[src/rtl/uart_sipo_rx.sv]
// rtl/uart_sipo_rx.sv - UART serial-in parallel-out receiver, one baud_clk edge per bit
// Frame: start 0, DATA_BITS data LSB first, one parity bit, stop 1.
module uart_sipo_rx #(
  parameter int DATA_BITS  = 8,
  parameter bit PARITY_ODD = 1'b0
) (
  input  logic                 baud_clk,
  input  logic                 rst,
  input  logic                 data_rx,
  input  logic                 data_ack,
  output logic [DATA_BITS-1:0] data_out,
  output logic                 data_valid,
  output logic                 done_flag,
  output logic                 active_flag,
  output logic                 parity_err,
  output logic                 frame_err,
  output logic                 overrun
);

  localparam int CW = $clog2(DATA_BITS + 1);
  localparam logic [CW-1:0] LAST_BIT = CW'(DATA_BITS - 1);

  typedef enum logic [2:0] {
    ST_IDLE,
    ST_DATA,
    ST_PARITY,
    ST_STOP,
    ST_BREAK
  } state_t;

  state_t               state;
  state_t               state_n;
  logic [1:0]           sync_q;
  logic                 rx_s;
  logic [DATA_BITS-1:0] shift_q;
  logic [CW-1:0]        cnt_q;
  logic                 rx_parity;

  logic                 cnt_clr;
  logic                 shift_en;
  logic                 cap_par;
  logic                 finish;

  // The line is asynchronous; only the second flop output feeds the FSM.
  always_ff @(posedge baud_clk) begin
    if (rst) begin
      sync_q <= 2'b11;
    end else begin
      sync_q <= {sync_q[0], data_rx};
    end
  end

  assign rx_s = sync_q[1];

  always_ff @(posedge baud_clk) begin
    if (rst) begin
      state <= ST_IDLE;
    end else begin
      state <= state_n;
    end
  end

  always_comb begin
    state_n  = state;
    cnt_clr  = 1'b0;
    shift_en = 1'b0;
    cap_par  = 1'b0;
    finish   = 1'b0;
    case (state)
      ST_IDLE: begin
        if (!rx_s) begin
          state_n = ST_DATA;
          cnt_clr = 1'b1;
        end
      end
      ST_DATA: begin
        shift_en = 1'b1;
        if (cnt_q == LAST_BIT) begin
          state_n = ST_PARITY;
        end
      end
      ST_PARITY: begin
        cap_par = 1'b1;
        state_n = ST_STOP;
      end
      ST_STOP: begin
        finish  = 1'b1;
        state_n = rx_s ? ST_IDLE : ST_BREAK;
      end
      ST_BREAK: begin
        // A low stop bit means the line may be held in break; wait for idle.
        if (rx_s) begin
          state_n = ST_IDLE;
        end
      end
      default: state_n = ST_IDLE;
    endcase
  end

  assign active_flag = (state == ST_DATA) || (state == ST_PARITY) || (state == ST_STOP);

  always_ff @(posedge baud_clk) begin
    if (rst) begin
      shift_q    <= '0;
      cnt_q      <= '0;
      rx_parity  <= 1'b0;
      data_out   <= '0;
      data_valid <= 1'b0;
      done_flag  <= 1'b0;
      parity_err <= 1'b0;
      frame_err  <= 1'b0;
      overrun    <= 1'b0;
    end else begin
      done_flag <= finish;
      if (cnt_clr) begin
        cnt_q <= '0;
      end
      if (shift_en) begin
        shift_q <= {rx_s, shift_q[DATA_BITS-1:1]};
        cnt_q   <= cnt_q + 1'b1;
      end
      if (cap_par) begin
        rx_parity <= rx_s;
      end
      if (finish) begin
        data_out   <= shift_q;
        frame_err  <= ~rx_s;
        parity_err <= (^shift_q) ^ rx_parity ^ PARITY_ODD;
        data_valid <= 1'b1;
        // An ack landing with the new frame consumes the old word: no overrun.
        if (data_valid && !data_ack) begin
          overrun <= 1'b1;
        end
      end else if (data_ack) begin
        data_valid <= 1'b0;
      end
    end
  end

endmodule

[config.mk]
export PLATFORM = sky130hd
export DESIGN_NAME = uart_sipo_rx
export DESIGN_NICKNAME = d
export VERILOG_FILES = /design/src/rtl/uart_sipo_rx.sv
export SDC_FILE = /design/constraint.sdc
export NUM_CORES = 1
export LEC_CHECK = 0
export ABC_CLOCK_PERIOD_IN_PS = 1750
export CAP_MARGIN = 20
export CORE_MARGIN = 1
export CORE_UTILIZATION = 52
export CTS_CLUSTER_DIAMETER = 100
export DETAILED_ROUTE_END_ITERATION = 16
export PLACE_DENSITY = 0.86
export REMOVE_ABC_BUFFERS = 1
export SLEW_MARGIN = 20
export SYNTH_ARGS = -nofsm -noshare
export SYNTH_HDL_FRONTEND = slang
export SYNTH_SLANG_ARGS = --single-unit
[constraint.sdc]
create_clock -name baud_clk -period 1.75 [get_ports baud_clk]
set_clock_uncertainty 0.1 [all_clocks]
set_input_delay 0.35 -clock baud_clk [delete_from_list [all_inputs] [get_ports baud_clk]]
set_output_delay 0.35 -clock baud_clk [all_outputs]
set_load 0.01 [all_outputs]
==> results.json <==
{
  "top_level_ports": 18,
  "areaGrowthSynthToFinish_pct": 22.5,
  "crit_chain": "clkdlybuf4s50_1",
  "path_clk_slew_ns": 0.10,
  "ys_ff_latch": 31,
  "cp-startpoint": "overrun$_SDFFE_PP0P_",
  "p_per_area_mw_per_mm2": 924,
  "period_share_pct": 95.4,
  "reg2reg_from": "state[2]$_SDFFE_PP0P_",
  "rsz0062_at_grt": "no",
  "r2r_cells": 4,
  "diodes": 0,
  "numPortBuffers": 17,
  "nNetsFinal": 174,
  "fill_cells": 190,
  "ir_drop_mv": 0.700,
  "clk_path_buf_depth": 2,
  "final.setup.tns_ns": 0,
  "post_cts_buffers": 0,
  "core-area_mm2": 0.00223,
  "multi_input_area_um2": 556,
  "critPathBufInv": 1,
  "rrSetupSlack_ns": 0.19,
  "grt_max_degree": 15,
  "firstDrtPassIters": 4,
  "max_freq_ghz": 0.599,
  "place_area_mm2": 0.00147,
  "syn-cell-area_mm2": 0.00124,
  "synth_mux_area_share_pct": 0.808,
  "status": "completed",
  "hold_viol": 0,
  "cts_num_sinks": 31,
  "overflow": 0,
  "max_stage_delay_ns": 0.54,
  "fp.dieW_um": 50.8,
  "synth_top_family_by_area": "simple AND/OR/NAND/NOR gates",
  "maxSlewHeadroom_pct": 75.2,
  "cp-end-kind": "output port",
  "grt_pass1_wl_mm": 4.05,
  "syn_avg_cell_area_um2": 8.48,
  "rows": 17,
  "avgRoutedWirePerCell_um": 12.3,
  "drive_gt1_share_pct": 10.0,
  "synthAdderAreaFrac_pct": 1.01,
  "htreeDepth": 2,
  "synthFlopType": "dfxtp_1",
  "cts_tree": "yes",
  "netlist_instances": 146,
  "startpoint_type": "flop",
  "hold_path_class": "reg -> reg",
  "dpl.hpwl_mm": 1.71,
  "cts_buffers": 5,
  "ant_nets": 0,
  "leakagePower_uw": 0.000555,
  "grtUsageTotal_pct": 21.9,
  "post-place-cells": 190,
  "setup_viol": 0,
  "cp.depth": 1,
  "die_area_mm2": 0.00258,
  "ys_seq_area_share_pct": 50.1,
  "initial_utilization_pct": 55.5,
  "die_h_um": 50.8,
  "drt_wl_total_mm": 2.44,
  "root_buffer": "clkbuf_4",
  "slowest_stage": "clkdlybuf4s50_1",
  "final_area_mm2": 0.00152,
  "synth-compound-area-share_pct": 14.2,
  "ys_async_sr_fraction_pct": 0,
  "path_class": "reg -> out",
  "synth_xor_area_share_pct": 6.06,
  "slew_viol_final": 0,
  "yosys.area_share.simple_pct": 22.7,
  "antenna_found_initial": 0,
  "finalNonFillerCells": 198,
  "cp_top_family": "buffers and inverters",
  "synth_cell_types": 33,
  "num_vias": 1078,
  "fin_crit_ns": 1.67,
  "setup_ws_ns": 0.0811,
  "first_global_vias": 986,
  "clock_latency_ns": 0.33,
  "drv_cap": 0,
  "yosysWarnings": 0,
  "gp_congestion": 0.789,
  "cp_max_fo": 2,
  "crit_required_ns": 1.30,
  "regArea_um2": 624,
  "r2r-end": "cnt_q[3]$_SDFFE_PP0P_",
  "crit_path_end": "overrun",
  "arrival_ns": 1.22,
  "drtIter0Drc": 21,
  "pre_cts_ws_ns": 0.141,
  "worst_pin_slew_ns": 0.371,
  "synth_edf_count": 0,
  "drc": 0,
  "post_drt_via_cell_ratio": 5.44
}
## flip-flops by register name, indices dropped and copies added, names as in the netlist
name        cells
data_out        8
shift_q         8
cnt_q           4
state           3
sync_q          2
data_valid      1
done_flag       1
frame_err       1
overrun         1
parity_err      1
rx_parity       1
## through the flow
| step | power (uW) | util (%) | hold slack, ns |
|---|---|---|---|
| 6_report | 1400 | 68.0 | 0.315 |
| 5_1_grt | 1460 | 68.0 | 0.331 |
| 4_1_cts | 1410 | 68.0 | 0.320 |
| 3_5_place_dp | 1020 | 65.6 | 0.295 |
| 3_3_place_gp | 1010 | 65.6 | 0.287 |
| 2_1_floorplan | 911 | - | 0.283 |
## layout make-up
| class | count | share of cell area [%] |
|---|---|---|
| Clock buffer | 7 | 2.97 |
| Clock inverter | 1 | 0.330 |
| Inverter | 3 | 0.742 |
| Multi-Input combinational cell | 103 | 36.6 |
| Sequential cell | 31 | 41.1 |
| Tap cell | 28 | 2.31 |
| Timing Repair Buffer | 25 | 15.9 |
## synthesized netlist by cell type, types with 2 or more instances
cell type / n / area, um^2
clkbuf_1: 4 / 15.0
nor2_1: 14 / 52.6
or2_1: 2 / 12.5
nand3b_1: 4 / 30.0
a21oi_1: 20 / 100
dfxtp_1: 31 / 621
o21ai_0: 2 / 10.0
buf_4: 2 / 15.0
inv_1: 2 / 7.51
buf_2: 2 / 10.0
nor3_1: 3 / 15.0
nand2_1: 35 / 131
xor2_1: 2 / 17.5
xnor2_1: 4 / 35.0
## placed cells by master (no fill, tap or decap), types with 2 or more instances in the layout
master	instances
clkbuf_4	5
nor2_1	14
nor3_1	3
or2_1	2
nand3b_1	4
xor2_1	2
nand2_1	35
inv_1	2
buf_4	7
clkdlybuf4s50_1	16
clkbuf_1	2
a21oi_1	20
dfxtp_1	30
xnor2_1	4
o21ai_0	2
## kinds of logic (layout without fill, tap and decap cells)
logic type,count (synthesis),after routing
compound gates,30,30
fa+ha+maj,1,1
buf+inv,12,36
mux,1,1
flops,31,31
xor+xnor,7,7
simple gates,64,64
## timing repair
| action | CTS | global route |
|---|---|---|
| gates resized for setup | 3 | 0 |
| hold buffers | 0 | 0 |
| setup endpoints to repair | 1 | 0 |
| endpoints found under the hold margin | 0 | 0 |
## layer usage
metal	share of wire (%)	wire (um)	global-route usage, %	vias to the layer above
li1	-	-	-	531
met4	2.3	57	10.2	0
met5	0	0	0	-
met3	5.6	137	8.48	8
met2	50	1230	37.3	30
met1	42	1010	23.6	509
## power by group
part	switching [uW]	internal (uW)	total (uW)
Clock	239	156	395
Combinational	124	115	239
Sequential	33.2	735	768
Total	396	1010	1400
## how the worst min path moves through the flow
stage / from / endpoint / slack, ns / cells past startpoint
after floorplan: sync_q[0]$_SDFF_PP1_ / sync_q[1]$_SDFF_PP1_ / 0.28 / 1
after global placement: sync_q[0]$_SDFF_PP1_ / sync_q[1]$_SDFF_PP1_ / 0.29 / 1
after detailed placement: sync_q[0]$_SDFF_PP1_ / sync_q[1]$_SDFF_PP1_ / 0.30 / 1
after CTS: sync_q[0]$_SDFF_PP1_ / sync_q[1]$_SDFF_PP1_ / 0.32 / 1
after global routing: sync_q[0]$_SDFF_PP1_ / sync_q[1]$_SDFF_PP1_ / 0.33 / 1
final: sync_q[0]$_SDFF_PP1_ / sync_q[1]$_SDFF_PP1_ / 0.32 / 1
(Power assumes the default switching activity.)
